File: src/rtl/mem_bus_arbiter_pkg.sv
// Shared types and defaults for the two-port memory bus arbiter.
package mem_arb_pkg;

    localparam int ADDR_W_DEF = 27;
    localparam int DATA_W_DEF = 32;
    // Width of the ISSUE+WAIT watchdog counter.
    localparam int TO_W       = 10;

    typedef enum logic [1:0] {
        IDLE  = 2'd0,
        ISSUE = 2'd1,
        WAIT  = 2'd2
    } arb_state_e;

endpackage

File: src/rtl/mem_bus_arbiter_if.sv
// Bus bundle between two requesters, the arbiter and the memory unit.
//
// Handshake: a requester raises rN_req with stable addr/data/we and holds it
// until rN_ack pulses for one cycle (rN_err=1 marks a timeout abort, rN_q is
// valid with the ack). Toward memory, mem_start is held high until mem_busy
// has been seen high and then low again; address/data/we are stable meanwhile.
interface mem_bus_arbiter_if
    import mem_arb_pkg::*;
#(
    parameter int ADDR_W = ADDR_W_DEF,
    parameter int DATA_W = DATA_W_DEF
) ();

    logic              r0_req;
    logic [ADDR_W-1:0] r0_addr;
    logic [DATA_W-1:0] r0_data;
    logic              r0_we;
    logic              r0_ack;
    logic [DATA_W-1:0] r0_q;
    logic              r0_err;

    logic              r1_req;
    logic [ADDR_W-1:0] r1_addr;
    logic [DATA_W-1:0] r1_data;
    logic              r1_we;
    logic              r1_ack;
    logic [DATA_W-1:0] r1_q;
    logic              r1_err;

    logic [ADDR_W-1:0] mem_address;
    logic [DATA_W-1:0] mem_data;
    logic              mem_we;
    logic              mem_start;
    logic              mem_busy;
    logic [DATA_W-1:0] mem_q;
    logic              mem_initDone;

    logic              grant;
    arb_state_e        state_dbg;

    // Arbiter side.
    modport slave (
        input  r0_req, r0_addr, r0_data, r0_we,
        output r0_ack, r0_q, r0_err,
        input  r1_req, r1_addr, r1_data, r1_we,
        output r1_ack, r1_q, r1_err,
        output mem_address, mem_data, mem_we, mem_start,
        input  mem_busy, mem_q, mem_initDone,
        output grant, state_dbg
    );

    // Requesters plus memory unit side.
    modport master (
        output r0_req, r0_addr, r0_data, r0_we,
        input  r0_ack, r0_q, r0_err,
        output r1_req, r1_addr, r1_data, r1_we,
        input  r1_ack, r1_q, r1_err,
        input  mem_address, mem_data, mem_we, mem_start,
        output mem_busy, mem_q, mem_initDone,
        input  grant, state_dbg
    );

endinterface

File: src/rtl/mem_bus_arbiter_arb_rr2.sv
// Combinational two-way picker: fixed priority to port 0, or round-robin
// where a tie goes to the port that was not served last.
module arb_rr2 (
    input  logic [1:0] req,
    input  logic       last,
    input  logic       fixed_prio,
    output logic       win,
    output logic       valid
);

    // Pick a winner from the current request vector.
    always_comb begin
        valid = |req;
        win   = 1'b0;
        if (fixed_prio) begin
            win = ~req[0] & req[1];
        end else if (req == 2'b11) begin
            win = ~last;
        end else begin
            win = req[1];
        end
    end

endmodule

File: src/rtl/mem_bus_arbiter.sv
// Two-port arbiter sequencing grants through the memory unit's
// start/busy/q handshake, with a watchdog that aborts a stalled access.
module mem_bus_arbiter
    import mem_arb_pkg::*;
#(
    parameter int ADDR_W     = ADDR_W_DEF,
    parameter int DATA_W     = DATA_W_DEF,
    parameter int TIMEOUT    = 1023,
    parameter int FIXED_PRIO = 0
) (
    input  logic             clk,
    input  logic             reset,
    mem_bus_arbiter_if.slave bus
);

    localparam logic            FIXED   = (FIXED_PRIO != 0);
    // Abort fires on the edge where the count would reach TIMEOUT.
    localparam logic [TO_W-1:0] TO_LAST = TO_W'(TIMEOUT - 1);

    arb_state_e        state;
    logic [TO_W-1:0]   cnt;
    logic              last;

    logic [1:0]        req_vec;
    logic              pick_win;
    logic              pick_valid;
    logic [ADDR_W-1:0] pick_addr;
    logic [DATA_W-1:0] pick_data;
    logic              pick_we;

    logic              fin;
    logic              fin_err;
    logic [DATA_W-1:0] fin_q;

    assign req_vec       = {bus.r1_req, bus.r0_req};
    assign bus.state_dbg = state;

    arb_rr2 u_pick (
        .req        (req_vec),
        .last       (last),
        .fixed_prio (FIXED),
        .win        (pick_win),
        .valid      (pick_valid)
    );

    // Route the winner's request fields toward the memory latch.
    always_comb begin
        pick_addr = bus.r0_addr;
        pick_data = bus.r0_data;
        pick_we   = bus.r0_we;
        if (pick_win) begin
            pick_addr = bus.r1_addr;
            pick_data = bus.r1_data;
            pick_we   = bus.r1_we;
        end
    end

    // Decide whether the current access ends this edge, and how.
    always_comb begin
        fin     = 1'b0;
        fin_err = 1'b0;
        fin_q   = '0;
        if (state == WAIT && !bus.mem_busy) begin
            fin   = 1'b1;
            fin_q = bus.mem_q;
        end else if ((state == ISSUE || state == WAIT) && cnt == TO_LAST) begin
            fin     = 1'b1;
            fin_err = 1'b1;
        end
    end

    // Arbiter FSM with all outputs registered.
    always_ff @(posedge clk or negedge reset) begin
        if (!reset) begin
            state           <= IDLE;
            cnt             <= '0;
            last            <= 1'b1;
            bus.grant       <= 1'b0;
            bus.mem_address <= '0;
            bus.mem_data    <= '0;
            bus.mem_we      <= 1'b0;
            bus.mem_start   <= 1'b0;
            bus.r0_ack      <= 1'b0;
            bus.r0_err      <= 1'b0;
            bus.r0_q        <= '0;
            bus.r1_ack      <= 1'b0;
            bus.r1_err      <= 1'b0;
            bus.r1_q        <= '0;
        end else begin
            bus.r0_ack <= 1'b0;
            bus.r0_err <= 1'b0;
            bus.r1_ack <= 1'b0;
            bus.r1_err <= 1'b0;
            case (state)
                IDLE: begin
                    // A slave still busy after an abort keeps the bus closed.
                    if (bus.mem_initDone && !bus.mem_busy && pick_valid) begin
                        bus.mem_address <= pick_addr;
                        bus.mem_data    <= pick_data;
                        bus.mem_we      <= pick_we;
                        bus.mem_start   <= 1'b1;
                        bus.grant       <= pick_win;
                        last            <= pick_win;
                        cnt             <= '0;
                        state           <= ISSUE;
                    end
                end
                ISSUE, WAIT: begin
                    cnt <= cnt + 1'b1;
                    if (fin) begin
                        // Dropping start here keeps the slave from starting a
                        // second access on the following negedge.
                        bus.mem_start <= 1'b0;
                        state         <= IDLE;
                        if (bus.grant) begin
                            bus.r1_ack <= 1'b1;
                            bus.r1_err <= fin_err;
                            bus.r1_q   <= fin_q;
                        end else begin
                            bus.r0_ack <= 1'b1;
                            bus.r0_err <= fin_err;
                            bus.r0_q   <= fin_q;
                        end
                    end else if (state == ISSUE && bus.mem_busy) begin
                        state <= WAIT;
                    end
                end
                default: state <= IDLE;
            endcase
        end
    end

endmodule
File: src/flat_wrapper.sv
// flat-port wrapper written by rule: the top's interface ports become plain ports
module mem_bus_arbiter_flat import mem_arb_pkg::*;
#(
    parameter int ADDR_W     = ADDR_W_DEF,
    parameter int DATA_W     = DATA_W_DEF,
    parameter int TIMEOUT    = 1023,
    parameter int FIXED_PRIO = 0
)
  (clk, reset, bus_r0_req, bus_r0_addr, bus_r0_data, bus_r0_we, bus_r0_ack, bus_r0_q, bus_r0_err, bus_r1_req, bus_r1_addr, bus_r1_data, bus_r1_we, bus_r1_ack, bus_r1_q, bus_r1_err, bus_mem_address, bus_mem_data, bus_mem_we, bus_mem_start, bus_mem_busy, bus_mem_q, bus_mem_initDone, bus_grant, bus_state_dbg);
  mem_bus_arbiter_if #(.ADDR_W(ADDR_W), .DATA_W(DATA_W)) bus_i ();
  input  logic clk;
  input  logic reset;
  input wire logic [$bits(bus_i.r0_req)-1:0] bus_r0_req;
  input wire logic [$bits(bus_i.r0_addr)-1:0] bus_r0_addr;
  input wire logic [$bits(bus_i.r0_data)-1:0] bus_r0_data;
  input wire logic [$bits(bus_i.r0_we)-1:0] bus_r0_we;
  output wire logic [$bits(bus_i.r0_ack)-1:0] bus_r0_ack;
  output wire logic [$bits(bus_i.r0_q)-1:0] bus_r0_q;
  output wire logic [$bits(bus_i.r0_err)-1:0] bus_r0_err;
  input wire logic [$bits(bus_i.r1_req)-1:0] bus_r1_req;
  input wire logic [$bits(bus_i.r1_addr)-1:0] bus_r1_addr;
  input wire logic [$bits(bus_i.r1_data)-1:0] bus_r1_data;
  input wire logic [$bits(bus_i.r1_we)-1:0] bus_r1_we;
  output wire logic [$bits(bus_i.r1_ack)-1:0] bus_r1_ack;
  output wire logic [$bits(bus_i.r1_q)-1:0] bus_r1_q;
  output wire logic [$bits(bus_i.r1_err)-1:0] bus_r1_err;
  output wire logic [$bits(bus_i.mem_address)-1:0] bus_mem_address;
  output wire logic [$bits(bus_i.mem_data)-1:0] bus_mem_data;
  output wire logic [$bits(bus_i.mem_we)-1:0] bus_mem_we;
  output wire logic [$bits(bus_i.mem_start)-1:0] bus_mem_start;
  input wire logic [$bits(bus_i.mem_busy)-1:0] bus_mem_busy;
  input wire logic [$bits(bus_i.mem_q)-1:0] bus_mem_q;
  input wire logic [$bits(bus_i.mem_initDone)-1:0] bus_mem_initDone;
  output wire logic [$bits(bus_i.grant)-1:0] bus_grant;
  output wire logic [$bits(bus_i.state_dbg)-1:0] bus_state_dbg;
  assign bus_i.r0_req = bus_r0_req;
  assign bus_i.r0_addr = bus_r0_addr;
  assign bus_i.r0_data = bus_r0_data;
  assign bus_i.r0_we = bus_r0_we;
  assign bus_r0_ack = bus_i.r0_ack;
  assign bus_r0_q = bus_i.r0_q;
  assign bus_r0_err = bus_i.r0_err;
  assign bus_i.r1_req = bus_r1_req;
  assign bus_i.r1_addr = bus_r1_addr;
  assign bus_i.r1_data = bus_r1_data;
  assign bus_i.r1_we = bus_r1_we;
  assign bus_r1_ack = bus_i.r1_ack;
  assign bus_r1_q = bus_i.r1_q;
  assign bus_r1_err = bus_i.r1_err;
  assign bus_mem_address = bus_i.mem_address;
  assign bus_mem_data = bus_i.mem_data;
  assign bus_mem_we = bus_i.mem_we;
  assign bus_mem_start = bus_i.mem_start;
  assign bus_i.mem_busy = bus_mem_busy;
  assign bus_i.mem_q = bus_mem_q;
  assign bus_i.mem_initDone = bus_mem_initDone;
  assign bus_grant = bus_i.grant;
  assign bus_state_dbg = bus_i.state_dbg;
  mem_bus_arbiter #(.ADDR_W(ADDR_W), .DATA_W(DATA_W), .TIMEOUT(TIMEOUT), .FIXED_PRIO(FIXED_PRIO)) u_core (.clk(clk), .reset(reset), .bus(bus_i));
endmodule
File: config.mk
export PLATFORM = sky130hd
export DESIGN_NAME = mem_bus_arbiter_flat
export DESIGN_NICKNAME = d
export VERILOG_FILES = /design/src/rtl/mem_bus_arbiter_pkg.sv /design/src/rtl/mem_bus_arbiter_if.sv /design/src/rtl/mem_bus_arbiter_arb_rr2.sv /design/src/rtl/mem_bus_arbiter.sv /design/src/flat_wrapper.sv
export SDC_FILE = /design/constraint.sdc
export NUM_CORES = 1
export LEC_CHECK = 0
export CORE_MARGIN = 2
export CORE_UTILIZATION = 40
export DETAILED_ROUTE_END_ITERATION = 6
export GPL_ROUTABILITY_DRIVEN = 0
export GPL_TIMING_DRIVEN = 0
export MAX_ROUTING_LAYER = met4
export PLACE_DENSITY_LB_ADDON = 0.08
export SETUP_SLACK_MARGIN = 0.2
export SLEW_MARGIN = 10
export SYNTH_ARGS = -nofsm -noshare
export SYNTH_HDL_FRONTEND = slang
export SYNTH_SLANG_ARGS = --single-unit
File: constraint.sdc
create_clock -name clk -period 2.15 [get_ports clk]
set_clock_uncertainty 0.05 [all_clocks]
set_input_delay 0.645 -clock clk [delete_from_list [all_inputs] [get_ports clk]]
set_output_delay 0.645 -clock clk [all_outputs]
set_load 0.05 [all_outputs]
Yosys cells after proc, flatten, opt, wreduce, memory -nomap -nowiden
Cells that the tools add are included.
{ "word_totals": {"register_bits": 143, "word_cells": 70} }
{ "op_classes": {"n_addsub": 1, "eq_ne": 7, "n_mux": 29, "bitwise": 2, "n_reduce_logical": 17} }
{ "ops": {"columns": ["op", "n"], "rows": [
  ["two-way mux 32 bit", 2],
  ["two-way mux 27 bit", 1],
  ["case mux 10 bit (2 select lines)", 1],
  ["two-way mux 1 bit", 19],
  ["adder 10 x 1 -> 10 bit (second input constant)", 1],
  ["== test 10 bit (second input constant)", 1],
  ["two-way mux 10 bit", 1],
  ["AND reduction 3 bit", 3],
  ["two-way mux 2 bit", 3],
  ["AND reduction 2 bit", 3],
  ["logical AND 1 bit", 5],
  ["== test 2 bit (second input constant)", 2],
  ["!= test 2 x 1 -> 1 bit (second input constant)", 2],
  ["case mux 2 bit (2 select lines)", 1],
  ["OR reduction 2 bit", 2],
  ["!= test 3 x 1 -> 1 bit (second input constant)", 1],
  ["== test 2 x 1 -> 1 bit (second input constant)", 1],
  ["logical NOT 2 bit", 1],
  ["inverter 1 bit", 2],
  ["case mux 1 bit (2 select lines)", 1],
  ["nonzero test 2 bit", 1],
  ["logical NOT 1 bit", 1],
  ["logical OR 1 bit", 1]
]} }

Logic depth before layout (Yosys ltp)
Gate-level depths: netlist of the first run.
{ "depth": {"depth_word": 8, "ltp_mapped": 9, "depth_no_buf": 6} }

Modules after synthesis
From an unflattened synthesis of the first run, not the netlist that was laid out.
{ "unflattened": {"hier_cells": 509, "hier_area_um2": 6072.1} }
{ "modules_own_cells": {"columns": ["module", "n_inst", "cells_each", "area_each_um2", "seq_area_each_um2"], "rows": [
  ["mem_bus_arbiter", 1, 506, 6054.6, 3579.7],
  ["arb_rr2", 1, 3, 17.5, 0.0]
]} }

Worst setup path before layout of the first run
Ideal clock, no wire load.
{ "synth_timing": {"kind": "register -> register", "from": "register u_core.state[1], in the netlist u_core.bus.state_dbg[1]", "to": "register u_core.bus.r1_q[10]", "arrival_ps": 2220, "required_time_ps": 1979, "setup_slack_ps": -241, "stages_incl_launch_ff": 10, "n_path_buf": 3, "period_less_slack_ps": 2391, "cell_sequence": "dfrtp_1 -> inv_1 -> ha_1 -> buf_6 -> and3_1 -> and4_4 -> buf_6 -> o211ai_4 -> buf_6 -> a22o_1"} }
{ "synth_between": {"elab_chain_cells": 6, "word_cells_on_any_way": 10, "cone_classes": "eq/ne: 2; mux: 3; reduce/logical: 5"} }
{ "synth_lines": {"columns": ["element", "line", "text"], "rows": [
  ["start, declared", "mem_bus_arbiter.sv:20", "arb_state_e state;"],
  ["start signal, assigned", "mem_bus_arbiter.sv:75", "state <= IDLE;"],
  ["start signal, assigned", "mem_bus_arbiter.sv:105", "state <= ISSUE;"],
  ["start signal, assigned", "mem_bus_arbiter.sv:114", "state <= IDLE;"],
  ["== test 2 x 1 -> 1 bit / == test 2 bit (equally long branches)", "mem_bus_arbiter.sv:66, mem_bus_arbiter.sv:94, mem_bus_arbiter.sv:63", null],
  ["logical OR 1 bit", "mem_bus_arbiter.sv:66", "end else if ((state == ISSUE || state == WAIT) && cnt == TO_LAST) begin"],
  ["logical AND 1 bit", "mem_bus_arbiter.sv:66", null],
  ["two-way mux 1 bit", "mem_bus_arbiter.sv:66", null],
  ["two-way mux 1 bit", "mem_bus_arbiter.sv:63", "if (state == WAIT && !bus.mem_busy) begin"],
  ["AND reduction 3 bit (no line)", null, null],
  ["end signal, assigned", "mem_bus_arbiter.sv:118", "bus.r1_q <= fin_q;"],
  ["end, declared", "mem_bus_arbiter_if.sv:46", "output r1_ack, r1_q, r1_err,"]
]} }
Several ways; a longest one is shown, not always the timed one.
A chain may end at the register's enable or synchronous reset.

Worst setup path after layout of the first run
{ "layout_timing": {"from": "register u_core.state[1], in the netlist u_core.bus.state_dbg[1]", "to": "output bus_state_dbg[1]"} }
{ "layout_lines": {"columns": ["element", "line", "text"], "rows": [
  ["end, declared", "flat_wrapper.sv:35", "output wire logic [$bits(bus_i.state_dbg)-1:0] bus_state_dbg;"]
]} }
No word-level cell between the ends.

==> results of run 1 <==
[sequential cells by signal (all words and copies together) (netlist names)]
name and flops:
u_core.bus.state_dbg 2, u_core.bus.r0_q 32, u_core.bus.r0_ack 1, u_core.bus.r0_err 1, u_core.bus.mem_address 27, u_core.bus.r1_q 32
u_core.bus.mem_start 1, u_core.bus.mem_we 1, u_core.bus.r1_ack 1, u_core.last 1, u_core.cnt 10, u_core.bus.r1_err 1
u_core.bus.mem_data 32, u_core.bus.grant 1
[what timing repair did]
| item | in CTS | in global routing |
|---|---|---|
| buffers inserted | 9 | 2 |
| hold buffers | 0 | 0 |
| resized for setup | 429 | 30 |
| endpoints found under the setup margin | 266 | 125 |
| hold endpoints to repair | 0 | 0 |
| pin swaps | 5 | 1 |
| gates cloned | 3 | 1 |
[metrics by stage]
| stage | std cells | setup TNS [ns] | power [mW] | setup WS, ns |
|---|---|---|---|---|
| after floorplan | 512 | -0.07974 | 10.53 | -0.002764 |
| after global placement | 989 | -791.49 | 13.79 | -5.703 |
| after detailed placement | 990 | -55.78 | 13.93 | -0.5709 |
| after CTS | 1034 | 0 | 16.76 | 0.08191 |
| after global routing | 1037 | 0 | 17.55 | 0.07996 |
| final | 1037 | 0 | 16.74 | 0.1299 |
[logic make-up (layout without fill, tap and decap cells)]
| family | Yosys count | in the layout |
|---|---|---|
| flops | 143 | 143 |
| buf+inv | 42 | 379 |
| fa+ha+maj | 6 | 6 |
| simple gates | 106 | 106 |
| mux | 62 | 62 |
| compound gates | 153 | 153 |
[routing by layer]
layer	vias up	global-route usage, %	share of wire, %
met4	0	7.886	1.9
met5	-	-	0
met2	229	40.55	51
li1	2509	-	-
met1	2595	26.55	40
met3	25	6.928	7.5
[cell type report]
type | instances | share of cell area [%]
Inverter | 6 | 0.2186
Clock buffer | 20 | 4.335
Tap cell | 188 | 2.283
Sequential cell | 143 | 34.77
Buffer | 36 | 2.878
Multi-Input combinational cell | 327 | 23.02
Clock inverter | 12 | 1.323
Timing Repair Buffer | 305 | 31.17
[power by group through the flow]
stage               clock (mW)  combinational, mW  sequential [mW]
finish                    2.89               9.19             4.65
CTS                       2.95               9.17             4.65
floorplan                    0               1.91             8.63
global route              3.08               9.64             4.82
global placement             0               9.16             4.63
detailed placement           0               9.26             4.68
[worst max path at each step]
stage / slack (ns) / start / to
final: 0.13 / u_core.bus.state_dbg[1] / bus_state_dbg[1]
after global routing: 0.08 / u_core.bus.state_dbg[1] / u_core.bus.r1_q[31]
after CTS: 0.08 / u_core.bus.state_dbg[1] / bus_state_dbg[1]
after detailed placement: -0.57 / bus_mem_busy / u_core.bus.r0_q[12]
after global placement: -5.70 / reset / u_core.bus.state_dbg[0]
after floorplan: -0.003 / u_core.bus.state_dbg[1] / u_core.bus.r1_q[10]
[cells in the final DEF (no fill, tap or decap), drive strengths merged, types with 4 or more instances in the layout]
| cell type | synthesis | routed |
|---|---|---|
| clkdlybuf4s15 | 0 | 129 |
| a22o | 66 | 66 |
| ha | 6 | 6 |
| nand2b | 4 | 4 |
| or4 | 4 | 4 |
| dfrtp | 142 | 142 |
| clkbuf | 8 | 35 |
| and3 | 4 | 4 |
| inv | 6 | 8 |
| o21ai | 67 | 67 |
| buf | 27 | 41 |
| o31ai | 4 | 4 |
| mux2i | 60 | 60 |
| clkinvlp | 0 | 6 |
| clkdlybuf4s50 | 0 | 155 |
| nand3 | 6 | 6 |
| nor2 | 4 | 4 |
| nand2 | 67 | 67 |
| a21oi | 7 | 7 |
==> impl_metrics.ini, run 1 <==
[global_routing]
grt_pass1_vias = 5648
grt_start_max_net_pins = 79
track_usage_pct = 23.64
grt_pass1_wl_um = 28970
grt_overflow = 0
antenna_found_initial = 0

[drt]
routed_wl_um = 18620
drc = 0
wl_per_cell_um = 17.95
vias_per_cell = 5.167
first_iter_violations = 258
antenna_left = 0
vias = 5358
firstDrtPassIters = 4

[die]
initial_core_util_pct = 40.53
row_count = 45
io_pins = 290
die_h_um = 127.7
core_um2 = 15090
die_area_um2 = 16290
die_w_um = 127.7

[sta]
fin_hold_ws_ns = 0.1544
hold_viol = 0
fmax_mhz = 495.0
setup_viol = 0
layout_min_cycle_time_ns = 2.020
slew_headroom_pct = 58.17
slew_viol_final = 0
finalCritPeriodShare_pct = 93.96
tightestPinTransition_ns = 0.6274
rsz0062_at_grt = yes

[synthesis]
muxShareOfSynthArea_pct = 10.19
ys_ff_latch = 143
ys.flop_type = dfrtp_1
synth-adder-area-share_pct = 1.227
synth-seq-area-share_pct = 58.53
synth-compound-area-share_pct = 17.72
yosys.cell_types.count = 45
synthCells = 512
avgSynthCellArea_um2 = 11.95
synth_top_family_by_area = compound AO/OA/AOI/OAI gates
yosys.area_share.simple_pct = 8.204
synth_edf_count = 0
netlist_top_cells_area = dfrtp_1, mux2i_1, a22o_1
syn_nets = 676
synth_top_area_share_pct = 58.10
async_flop_share_pct = 100.0
syn_area_um2 = 6116
synthXorXnorAreaFrac_pct = 0
synth_common_cells = dfrtp_1, nand2_1, o21ai_0, a22o_1, mux2i_1
yosys.area.top_type = dfrtp_1
synth_warnings = 0
synth.most_common_cell = dfrtp_1

[pwr]
leakage_nw = 4.554
power_frac_comb_pct = 54.9
p_sw_mw = 7.933
seq_power_share_pct = 27.8
power.internal_mw = 8.809
irDropWorstVdd_mv = 0.6398
swShare_pct = 47.38
pwr_density_cell_nw_per_um2 = 1625
power.share.clock_pct = 17.3

[setup_path]
cp_data_required_time_ns = 1.45
critical_path.cell_chain = clkdlybuf4s15_1
worstPathArrival_ns = 1.33
cp-start-kind = flop
path_buf_inv = 1
r2r-start = u_core.bus.state_dbg[1]
crit_cells = 1
reg2regPathDepth = 10
crit_path_end_kind = output pin
r2r-end = u_core.bus.r1_q[31]
path_class = reg2out
cp_max_fo = 3
crit_family = buffers and inverters
max_stage_delay_ns = 0.51
crit_path_top_delay_cell = clkdlybuf4s15_1
worst-r2r-setup-slack_ns = 0.13

[worst_hold_path]
hold_class = in2async

[cts]
cts-buffers-inserted = 17
clk_path_buf_depth = 2
clkTransAtPathRegs_ns = 0.06
clock_latency_ns = 0.42
clkSinkCount = 143
htree_levels = 4
root_buffer = clkbuf_16
tritoncts = built

[final_layout]
n_antenna_cell = 0
drive_above_1_share_pct = 28.74
multi_input_area_um2 = 2372
fill_cells = 1171
utilization_pct = 68.29
num-nets-final = 1000
seq_area_um2 = 3583
stdcell_area_um2 = 10300
syn_to_final_growth_pct = 68.49

[flow_run]
maxCapViolCount = 0

[placed_design]
place.port_buffers = 289
dp_hpwl_um = 13790
placed_area_um2 = 9295

[outcome]
outcome = completed
(Power assumes the default switching activity.)
==> inputs of run 2 (changes only) <==
--- a/config.mk
+++ b/config.mk
@@ -7,6 +7,7 @@
 export LEC_CHECK = 0
 export CORE_MARGIN = 2
 export CORE_UTILIZATION = 40
+export CTS_CLUSTER_DIAMETER = 150
 export DETAILED_ROUTE_END_ITERATION = 6
 export GPL_ROUTABILITY_DRIVEN = 0
 export GPL_TIMING_DRIVEN = 0
==> results of run 2 <==
No change in the layout: final DEF, timing and power equal those of run 1.
